<file path="src/rtl/fetch_pkg.sv">
// Shared types and default constants for the instruction fetch controller.
package fetch_pkg;

    typedef enum logic [1:0] {
        IDLE = 2'd0,
        RUN  = 2'd1,
        HALT = 2'd2
    } state_e;

    typedef enum logic [1:0] {
        ERR_NONE     = 2'd0,
        ERR_UNMAPPED = 2'd1,
        ERR_MISALIGN = 2'd2
    } err_e;

    localparam logic [31:0] RESET_PC_DEF = 32'h0040_0000;
    localparam logic [31:0] ERR_WORD_DEF = 32'hDEAD_BEEF;

    function automatic logic is_word_aligned(input logic [31:0] addr);
        return (addr[1:0] == 2'b00);
    endfunction

endpackage

</file>
<file path="src/rtl/fetch_fifo.sv">
// Small synchronous FIFO carrying {pc, word} pairs toward decode.
// The head entry is read straight from storage registers; flush wins over push/pop.
module fetch_fifo #(
    parameter int DEPTH = 2,
    parameter int WIDTH = 64
) (
    input  logic                       clk,
    input  logic                       rst,
    input  logic                       flush,
    input  logic                       push,
    input  logic                       pop,
    input  logic [WIDTH-1:0]           wdata,
    output logic [WIDTH-1:0]           rdata,
    output logic [$clog2(DEPTH):0]     count,
    output logic                       full,
    output logic                       empty
);
    localparam int PTR_W = $clog2(DEPTH);
    localparam int CNT_W = PTR_W + 1;

    logic [WIDTH-1:0] mem_q [DEPTH];
    logic [PTR_W-1:0] wr_ptr_q;
    logic [PTR_W-1:0] rd_ptr_q;
    logic [CNT_W-1:0] count_q;
    logic             do_pop_s;
    logic             do_push_s;

    assign empty     = (count_q == {CNT_W{1'b0}});
    assign full      = (count_q == CNT_W'(DEPTH));
    assign do_pop_s  = pop & ~empty;
    assign do_push_s = push & (~full | do_pop_s);
    assign count     = count_q;
    assign rdata     = mem_q[rd_ptr_q];

    // Storage, pointers and occupancy
    always_ff @(posedge clk) begin
        if (rst) begin
            for (int i = 0; i < DEPTH; i++) begin
                mem_q[i] <= {WIDTH{1'b0}};
            end
            wr_ptr_q <= {PTR_W{1'b0}};
            rd_ptr_q <= {PTR_W{1'b0}};
            count_q  <= {CNT_W{1'b0}};
        end else if (flush) begin
            wr_ptr_q <= {PTR_W{1'b0}};
            rd_ptr_q <= {PTR_W{1'b0}};
            count_q  <= {CNT_W{1'b0}};
        end else begin
            if (do_push_s) begin
                mem_q[wr_ptr_q] <= wdata;
                wr_ptr_q        <= wr_ptr_q + {{(PTR_W-1){1'b0}}, 1'b1};
            end
            if (do_pop_s) begin
                rd_ptr_q <= rd_ptr_q + {{(PTR_W-1){1'b0}}, 1'b1};
            end
            case ({do_push_s, do_pop_s})
                2'b10:   count_q <= count_q + {{(CNT_W-1){1'b0}}, 1'b1};
                2'b01:   count_q <= count_q - {{(CNT_W-1){1'b0}}, 1'b1};
                default: count_q <= count_q;
            endcase
        end
    end

endmodule

</file>
<file path="src/rtl/fetch_ctrl.sv">
// Fetch controller: owns the PC, sequences the instruction ROM and feeds decode
// through a small queue; handles redirects and halts on bad fetches.
module fetch_ctrl
    import fetch_pkg::*;
#(
    parameter logic [31:0] RESET_PC = RESET_PC_DEF,
    parameter int          DEPTH    = 2,
    parameter logic [31:0] ERR_WORD = ERR_WORD_DEF
) (
    input  logic        clk,
    input  logic        rst,
    input  logic        fetch_en,
    output logic [31:0] imem_addr,
    input  logic [31:0] imem_rdata,
    input  logic        redirect_valid,
    input  logic [31:0] redirect_pc,
    output logic        inst_valid,
    input  logic        inst_ready,
    output logic [31:0] inst,
    output logic [31:0] inst_pc,
    output logic        halted,
    output logic [1:0]  err_code
);
    state_e      state_q, state_d;
    err_e        err_q, err_d;
    logic [31:0] pc_q, pc_d;
    logic        halted_q;

    logic                     push_s;
    logic                     pop_s;
    logic                     space_s;
    logic                     fifo_full_s;
    logic                     fifo_empty_s;
    logic [$clog2(DEPTH):0]   fifo_count_s;
    logic [63:0]              head_s;

    assign pop_s      = inst_valid & inst_ready;
    assign space_s    = ~fifo_full_s | pop_s;
    assign inst_valid = ~fifo_empty_s;
    assign inst_pc    = head_s[63:32];
    assign inst       = head_s[31:0];
    assign imem_addr  = pc_q;
    assign halted     = halted_q;
    assign err_code   = err_q;

    fetch_fifo #(
        .DEPTH (DEPTH),
        .WIDTH (64)
    ) u_fifo (
        .clk   (clk),
        .rst   (rst),
        .flush (redirect_valid),
        .push  (push_s),
        .pop   (pop_s),
        .wdata ({pc_q, imem_rdata}),
        .rdata (head_s),
        .count (fifo_count_s),
        .full  (fifo_full_s),
        .empty (fifo_empty_s)
    );

    // Next-state, PC and error logic; a redirect overrides both push and the unmapped check
    always_comb begin
        state_d = state_q;
        pc_d    = pc_q;
        err_d   = err_q;
        push_s  = 1'b0;
        if (redirect_valid) begin
            if (is_word_aligned(redirect_pc)) begin
                pc_d    = redirect_pc;
                err_d   = ERR_NONE;
                state_d = (state_q == IDLE) ? IDLE : RUN;
            end else begin
                state_d = HALT;
                err_d   = ERR_MISALIGN;
            end
        end else begin
            case (state_q)
                IDLE: begin
                    if (fetch_en) begin
                        state_d = RUN;
                    end else begin
                        state_d = IDLE;
                    end
                end
                RUN: begin
                    if (space_s && (imem_rdata == ERR_WORD)) begin
                        state_d = HALT;
                        err_d   = ERR_UNMAPPED;
                    end else begin
                        if (space_s) begin
                            push_s = 1'b1;
                            pc_d   = pc_q + 32'd4;
                        end else begin
                            push_s = 1'b0;
                        end
                        if (!fetch_en) begin
                            state_d = IDLE;
                        end else begin
                            state_d = RUN;
                        end
                    end
                end
                HALT: begin
                    state_d = HALT;
                end
                default: begin
                    state_d = IDLE;
                end
            endcase
        end
    end

    // Control registers; halted mirrors the registered state
    always_ff @(posedge clk) begin
        if (rst) begin
            state_q  <= IDLE;
            pc_q     <= RESET_PC;
            err_q    <= ERR_NONE;
            halted_q <= 1'b0;
        end else begin
            state_q  <= state_d;
            pc_q     <= pc_d;
            err_q    <= err_d;
            halted_q <= (state_d == HALT);
        end
    end

    logic unused_s;
    assign unused_s = ^fifo_count_s;

endmodule

</file>
<file path="config.mk">
export PLATFORM = sky130hd
export DESIGN_NAME = fetch_ctrl
export DESIGN_NICKNAME = d
export VERILOG_FILES = /design/src/rtl/fetch_pkg.sv /design/src/rtl/fetch_fifo.sv /design/src/rtl/fetch_ctrl.sv
export SDC_FILE = /design/constraint.sdc
export NUM_CORES = 1
export LEC_CHECK = 0
export CELL_PAD_IN_SITES_DETAIL_PLACEMENT = 0
export CELL_PAD_IN_SITES_GLOBAL_PLACEMENT = 1
export CORE_MARGIN = 5
export CORE_UTILIZATION = 44
export CTS_BUF_LIST = sky130_fd_sc_hd__clkbuf_4 sky130_fd_sc_hd__clkbuf_8 sky130_fd_sc_hd__clkbuf_16
export DETAILED_ROUTE_END_ITERATION = 8
export PLACE_DENSITY_LB_ADDON = 0.1
export SLEW_MARGIN = 30
export SYNTH_ARGS = -nofsm -noshare
export SYNTH_HDL_FRONTEND = slang
export SYNTH_SLANG_ARGS = --single-unit
export TNS_END_PERCENT = 50
</file>
<file path="constraint.sdc">
create_clock -name clk -period 18.8 [get_ports clk]
set_input_delay 3.76 -clock clk [delete_from_list [all_inputs] [get_ports clk]]
set_output_delay 3.76 -clock clk [all_outputs]
set_load 0.01 [all_outputs]
</file>
==> summary.md, run 1 <==
| Metric | Value |
|---|---|
| Vias per cell | 5.39 |
| Hold_buf cts | 0 |
| Count leader, synth | and2_1 |
| Final Hold Viols | 0 |
| Seq cells post-synth | 170 |
| Via Count | 5786 |
| Yosys warnings | 0 |
| Class of the worst hold path | reg -> reg |
| Int Power | 0.635 mW |
| Yosys top cell area share | 47.3% |
| Leak pwr | 3.69 nW |
| Clock share of power | 39.6% |
| Residual DRC | 0 |
| Die area | around 21000 um2 |
| Logic gate share of total power | 9.1% |
| NetSw | 0.192 mW |
| Crit-path cells | clkdlybuf4s50_1 -> nand4b_1 -> nor4_1 -> nand4_1 -> nand2_2 -> nor3b_2 -> or2_4 -> buf_12 |
| Layout fillers | 1520 |
| Setup TNS | 0 ns |
| Worst Max-Slew Pin Slew | 0.934 ns |
| 1st-iter DRT viols | 325 |
| Final Instance Count excl. Fillers | around 1100 |
| Die Span Y | 146 um |
| CP max FO | 36 |
| RSZ-0062 raised after global routing | false |
| Number of synthesized flops with an enable pin | 128 |
| Sw frac | roughly 23% |
| Clk slew on worst S/H paths | 0.07 ns |
| Post-synth top cells | and2_1, edfxtp_1, mux2_2, nand2_1, dfxtp_1 |
| Clock tree skew after final layout | about 0.011 ns |
| CP Class | in -> reg |
| Share of cells above drive strength 1 | between 10% and 20% |
| Routed wire length | approximately 20000 um |
| Max-slew violations | 0 |
| Post-CTS Resized | 0 |
| Diode count | 0 |
| Seq/Total Area, Yosys | between 50 and 60% |
| Max Clk Rate | 0.161 GHz |
| Post-DP HPWL | 13100 um |
| I/O pin count | around 170 |
| Min Tclk post-route | 6.19 ns |
| Yosys top cell by area | edfxtp_1 |
| Worst slew margin | 37.7% |
| Crit-path max cell delay | 0.45 ns |
| Synth-to-layout area growth | 29.0% |
| CP max stage cell | clkdlybuf4s50_1 |
| Syn Nets | 755 |
| Post-CTS Setup Inserts | 0 |
| Status | finished clean |
| Mapped Area | 8120 um2 |
| Clock root cell | clkbuf_16 |
| Pwr Density | 78.9 nW/um2 |
| CTS tree | yes |
| Peak supply drop | 67.5 uV |
| Core ar. | 18100 um2 |
| Chip width | 146 um |
| Tcrit/Tclk final | between 30% and 40% |
| Antenna-violating nets left | 0 |
| Clock tree buffer depth | 2 |
| Maxcap violations | 0 |
| Total CTS buffers | 17 |
| Crit path capture type | flop |
| Worst-Skew Late Latency | 0.42 ns |
| Top cell family by delay on the critical path | simple AND/OR/NAND/NOR gates |
| Pre-antenna DRT Iters | 5 |
| Starting Density | 44.9% |
| Clock sink total | between 150 and 200 |
| Crit path launch type | input port |
| Setup-failing EPs final | 0 |
| Cell Rows | 49 |
| H-Tree Depth | 4 |
| Buf+Inv Stages, Crit Path | 2 |
| Fraction of registers with async set/reset | 0% |
| Primary FF master, synth | edfxtp_1 |
| Worst EP required | ~19 ns |
| Yosys cell types | 62 |
| Initial antenna violation count | 0 |
| Mean area per synthesized cell | 11.9 um2 |
| Seq pwr share | 51.3% |
| WL per Instance | around 19 um |
| Final net count | 903 |
| Gpl congestion | 0.785 |
| Critical Path AT | 6.36 ns |
| Gr usage total | 19.2% |
| Total gr overflow | 0 |
| Vias in the first global route | 6006 |
| Placed cell count | between 1000 and 1500 |
| First-pass GRT wire length | 32500 um |
| Mapped Cells | a little under 700 |
| Largest net degree at the start of global routing | 97 |
| Synth top area cells | edfxtp_1, dfxtp_1, and2_1 |
| Input/output buffers | 168 |
-- cells in the final DEF (no fill, tap or decap), types with 6 or more instances in the layout --
cell type / Yosys / routed
nor2_1: 32 / 32
o32ai_1: 6 / 6
dfxtp_1: 42 / 41
nand2_1: 43 / 43
buf_4: 1 / 6
o21a_1: 7 / 7
o31ai_1: 6 / 6
o21ai_0: 26 / 25
nand3_1: 13 / 13
clkbuf_16: 0 / 17
nor3_1: 12 / 12
a31oi_1: 6 / 6
and2_1: 129 / 129
clkdlybuf4s50_1: 0 / 166
edfxtp_1: 128 / 128
mux2_2: 64 / 64
a21oi_1: 31 / 30
nor4_1: 10 / 10
-- layout make-up --
type / instances / area [um2] / share of cell area (%)
clock buffers: 21 / 462 / 4.41
flip-flops and latches: 170 / 4690 / 44.8
inverters: 4 / 15.0 / 0.143
well taps: 229 / 287 / 2.73
multi-input cells: 463 / 3180 / 30.3
repair buffers: 176 / 1760 / 16.8
clock inverters: 11 / 90.1 / 0.860
-- routing by layer --
| metal | up-vias | track usage, % | wire length [um] | share of wire, % |
|---|---|---|---|---|
| li1 | 2781 | - | - | - |
| met1 | 2824 | 25.0 | 9210 | 45 |
| met2 | 165 | 32.5 | 10100 | 49 |
| met3 | 16 | 4.05 | 969 | 4.7 |
| met4 | 0 | 5.27 | 192 | 0.94 |
| met5 | - | 0 | 0 | 0 |
-- power groups by stage --
| stage | combinational, mW | clock (mW) | sequential (mW) |
|---|---|---|---|
| floorplan | 0.0330 | 0 | 0.432 |
| global placement | 0.0738 | 0 | 0.432 |
| detailed placement | 0.0743 | 0 | 0.433 |
| CTS | 0.0749 | 0.332 | 0.425 |
| global route | 0.0807 | 0.349 | 0.426 |
| finish | 0.0750 | 0.327 | 0.424 |
-- worst register-to-register path, cell delays in order (launching register included) --
cell	delay, ns
dfxtp_1	0.51
ha_1	0.28
nand3_1	0.18
nor3_2	0.56
nand4_2	0.42
nor4_1	0.34
a21oi_1	0.08
o32ai_1	0.27
-- registers in the layout, summed over array words and instances, names as in the netlist, named ones only --
name,cells
err_code,2
halted,1
imem_addr,32
state_q,2
u_fifo.count,2
u_fifo.mem_q,128
u_fifo.rd_ptr_q,1
u_fifo.wr_ptr_q,1
-- cell families after synthesis --
| group | share of synthesized area (%) |
|---|---|
| AND/OR/NAND/NOR | 20.3 |
| flip-flops | 57.7 |
| AO/OA/AOI/OAI | 8.40 |
| multiplexers | 9.25 |
| buffers and inverters | 3.53 |
| XOR/XNOR | 0.539 |
| adder cells (fa/ha/maj) | 0.308 |
-- per-stage QoR --
step	utilization (%)	worst slack (ns)	cell area (um2)	power (mW)	hold WS (ns)
floorplan	-	9.32	8120	0.465	0.510
global placement	54.6	12.20	9880	0.506	0.499
detailed placement	54.6	12.16	9880	0.507	0.502
CTS	57.7	12.61	10400	0.831	0.515
global route	57.9	12.50	10500	0.855	0.543
finish	57.9	12.61	10500	0.827	0.511
-- path summary, 6_finish.rpt --
check	startpoint	end	slack [ns]	cells past startpoint
worst min register to register	err_code[0]$_SDFFE_PP0P_	err_code[0]$_SDFFE_PP0P_	0.51	2
worst max register to register	imem_addr[3]$_SDFFE_PP0N_	imem_addr[24]$_SDFFE_PP0N_	16.07	7
worst min-delay path	err_code[0]$_SDFFE_PP0P_	err_code[0]$_SDFFE_PP0P_	0.51	2
worst max-delay path	imem_rdata[4]	u_fifo.mem_q[1][20]$_SDFFCE_PN0P_	12.61	8
(Power assumes the default switching activity.)
==> run 2, diff against run 1 <==
--- a/config.mk
+++ b/config.mk
@@ -8,7 +8,7 @@
 export CELL_PAD_IN_SITES_DETAIL_PLACEMENT = 0
 export CELL_PAD_IN_SITES_GLOBAL_PLACEMENT = 1
 export CORE_MARGIN = 5
-export CORE_UTILIZATION = 44
+export CORE_UTILIZATION = 41
 export CTS_BUF_LIST = sky130_fd_sc_hd__clkbuf_4 sky130_fd_sc_hd__clkbuf_8 sky130_fd_sc_hd__clkbuf_16
 export DETAILED_ROUTE_END_ITERATION = 8
 export PLACE_DENSITY_LB_ADDON = 0.1
==> constraint.sdc (replaced) <==
create_clock -name clk -period 6.2 [get_ports clk]
set_input_delay 1.24 -clock clk [delete_from_list [all_inputs] [get_ports clk]]
set_output_delay 1.24 -clock clk [all_outputs]
set_load 0.01 [all_outputs]
==> run 2 against run 1 <==
  * Core utilization shrank 3.9 points
  * First-iteration DRC count grew 17%
  * Hold slack lost 0.0075 ns
  * Clock power grew to 3.2 times the previous value
  * Sequential share of layout area shrank 0.20 points
  * Power grew to 3.1 times the previous value
  * Via count grew 0.62%
  * Non-clock buffer count shrank 1
  * Die area grew 6.8%
  * Sequential power grew to 3.0 times the previous value
  * Count of clock-buffer cells in the layout shrank 2
  * Largest power group unchanged
==> summary.md, run 2 (synthesis results as in run 1) <==
| Metric | Value |
|---|---|
| Status | finished clean (unchanged) |
| Max-slew violations | 0 (unchanged) |
| Max Clk Rate | roughly 0.27 GHz |
| Clock tree skew after final layout | 0.0149 ns (was 0.0114 ns) |
| I/O pin count | 169 (unchanged) |
| Chip width | 151 um (was 146 um) |
| Maxcap violations | 0 (unchanged) |
| Leak pwr | 3.69 nW (about the same) |
| Reg-to-Reg End | u_fifo.mem_q[0][40]$_SDFFCE_PN0P_ (was imem_addr[24]$_SDFFE_PP0N_) |
| Final Hold Viols | 0 (unchanged) |
| NetSw | 0.597 mW (was 0.192 mW) |
| Gpl congestion | 0.811 (was 0.785) |
| Pre-antenna DRT Iters | 5 (unchanged) |
| Post-DP HPWL | 13500 um (was 13100 um) |
| Vias per cell | 5.25 (was 5.39) |
| Input/output buffers | 168 (unchanged) |
| RSZ-0062 raised after global routing | false (unchanged) |
| Final net count | 902 (was 903) |
| Reg-to-reg startpoint | u_fifo.count[0]$_SDFFE_PP0P_ (was imem_addr[3]$_SDFFE_PP0N_) |
| Synth-to-layout area growth | 29.6% (was 29.0%) |
| Logic gate share of total power | 8.8% (was 9.1%) |
| Post-CTS Resized | 0 (unchanged) |
| Most common cell after layout, fill and taps aside | clkdlybuf4s50_1 (unchanged) |
| Diode count | 0 (unchanged) |
| 1st-iter DRT viols | 380 (was 325) |
| Multi-input logic area | 3180 um2 (unchanged) |
| Int Power | 1.96 mW (was 0.635 mW) |
| WL per Instance | 18.8 um (was 19.0 um) |
| Crit path launch type | input port (unchanged) |
| Hold Path Stages | 1 (was 2) |
| Setup TNS | 0 ns (unchanged) |
| Post-DP Area | 9930 um2 (was 9880 um2) |
| Clock tree buffer depth | 2 (unchanged) |
| Gr usage total | 18.6% (was 19.2%) |
| Total gr overflow | 0 (unchanged) |
| Clock share of power | 40.8% (was 39.6%) |
| CP Launch Point | imem_rdata[8] (was imem_rdata[4]) |
| Peak supply drop | 203 uV (was 67.5 uV) |
| Tcrit/Tclk final | 60.7% |
| Hold_buf cts | 0 (unchanged) |
| CTS tree | yes (unchanged) |
| Die area | 22700 um2 (was 21300 um2) |
| Worst Hold Path EP | imem_addr[0]$_SDFFE_PP0P_ (was err_code[0]$_SDFFE_PP0P_) |
| Pwr Density | 243 nW/um2 (was 78.9 nW/um2) |
| Most frequent cells in the layout | clkdlybuf4s50_1, and2_1, edfxtp_1, mux2_2, nand2_1 (unchanged) |
| Core ar. | 19500 um2 (was 18100 um2) |
| Die Span Y | 151 um (was 146 um) |
| Worst EP required | 6.26 ns (was 18.96 ns) |
| Post-route cell area | 10500 um2 (about the same) |
| Hold wc startpoint | imem_addr[0]$_SDFFE_PP0P_ (was err_code[0]$_SDFFE_PP0P_) |
| Cell Rows | 51 (was 49) |
| Sw frac | 23.4% (was 23.2%) |
| Clock root cell | clkbuf_16 (unchanged) |
| First-pass GRT wire length | 32500 um (about the same) |
| Starting Density | 41.7% (was 44.9%) |
| Setup-failing EPs final | 0 (unchanged) |
| Critical Path AT | 3.82 ns (was 6.36 ns) |
| Layout fillers | 1699 (was 1520) |
| Class of the worst hold path | reg -> reg (unchanged) |
| Total CTS buffers | 17 (unchanged) |
| Crit path capture type | flop (unchanged) |
| Vias in the first global route | 5958 (was 6006) |
| H-Tree Depth | 4 (unchanged) |
| Residual DRC | 0 (unchanged) |
| Min Tclk post-route | around 3.8 ns |
| Worst Max-Slew Pin Slew | 0.943 ns (was 0.934 ns) |
| CP Class | in -> reg (unchanged) |
| Max reg flops | 128 (unchanged) |
| CP max FO | 43 (was 36) |
| Post-CTS Setup Inserts | 0 (unchanged) |
| Via Count | 5822 (was 5786) |
| Antenna-violating nets left | 0 (unchanged) |
| FF/Latch Area | 4690 um2 (unchanged) |
| Share of cells above drive strength 1 | 15.6% (was 15.7%) |
| Worst slew margin | 37.1% (was 37.7%) |
| Initial antenna violation count | 2 (was 0) |
| Reg2reg path depth | 6 (was 7) |
| Clock sink total | 170 (unchanged) |
| Routed wire length | 20800 um (was 20400 um) |
| Largest Register | u_fifo.mem_q (unchanged) |
| Worst-Skew Late Latency | 0.43 ns (was 0.42 ns) |
| R2r setup slk | 3.34 ns (was 16.07 ns) |
| Seq pwr share | 50.4% (was 51.3%) |
| Clk slew on worst S/H paths | 0.06 ns (was 0.07 ns) |
| Largest net degree at the start of global routing | 96 (was 97) |
## run 2: layout make-up
| type | instances | area share, % |
|---|---|---|
| inverter | 4 | 0.143 |
| tap | 265 | 3.15 |
| clock inverter | 13 | 1.27 |
| sequential | 170 | 44.5 |
| timing repair buffer | 175 | 16.5 |
| multi-input combinational | 463 | 30.2 |
| clock buffer | 19 | 4.19 |
## run 2: metrics by stage
| stage | instances | hold slack, ns | util, % | setup WS (ns) | power [mW] |
|---|---|---|---|---|---|
| global placement | 1076 | 0.484 | 51.0 | 2.01 | 1.53 |
| finish | 1109 | 0.504 | 54.1 | 2.43 | 2.55 |
| floorplan | 684 | 0.510 | - | 0.975 | 1.41 |
| global route | 1109 | 0.530 | 54.1 | 2.23 | 2.64 |
| CTS | 1108 | 0.504 | 54.0 | 2.39 | 2.58 |
| detailed placement | 1076 | 0.495 | 51.0 | 1.94 | 1.54 |
## run 2: how the worst max path moves through the flow
stage	endpoint	slack [ns]	depth (start not counted)
global placement	u_fifo.mem_q[0][41]$_SDFFCE_PN0P_	2.01	7
floorplan	u_fifo.mem_q[0][0]$_SDFFCE_PN0P_	0.98	5
global route	u_fifo.mem_q[0][40]$_SDFFCE_PN0P_	2.23	7
CTS	u_fifo.mem_q[0][32]$_SDFFCE_PN0P_	2.39	7
detailed placement	u_fifo.mem_q[0][9]$_SDFFCE_PN0P_	1.94	7
finish	u_fifo.mem_q[0][40]$_SDFFCE_PN0P_	2.43	7
## run 2: metal layers
| layer | GRT usage [%] | part of all wire (%) | wire length (um) | vias up |
|---|---|---|---|---|
| met1 | 23.8 | 43 | 8900 | 2848 |
| met2 | 31.2 | 50 | 10400 | 174 |
| met3 | 4.36 | 6.0 | 1250 | 20 |
| met5 | 0 | 0.13 | 27 | - |
| li1 | - | - | - | 2776 |
| met4 | 5.94 | 1.2 | 254 | 4 |
## run 2: worst max-delay path, cell delays in order
cell             delay (ns)
clkdlybuf4s50_1        0.50
nand4b_1               0.17
nor4_1                 0.09
nand4_1                0.26
nand2_2                0.23
o21ai_4                0.67
buf_4                  0.64
## run 2: power groups by stage
stage                     Combinational, mW  Sequential (mW)  Clock [mW]
after floorplan                       0.100             1.31           0
after global placement                0.223             1.31           0
after detailed placement              0.226             1.31           0
after CTS                             0.227             1.29        1.06
after global routing                  0.243             1.29        1.10
final                                 0.225             1.29        1.04
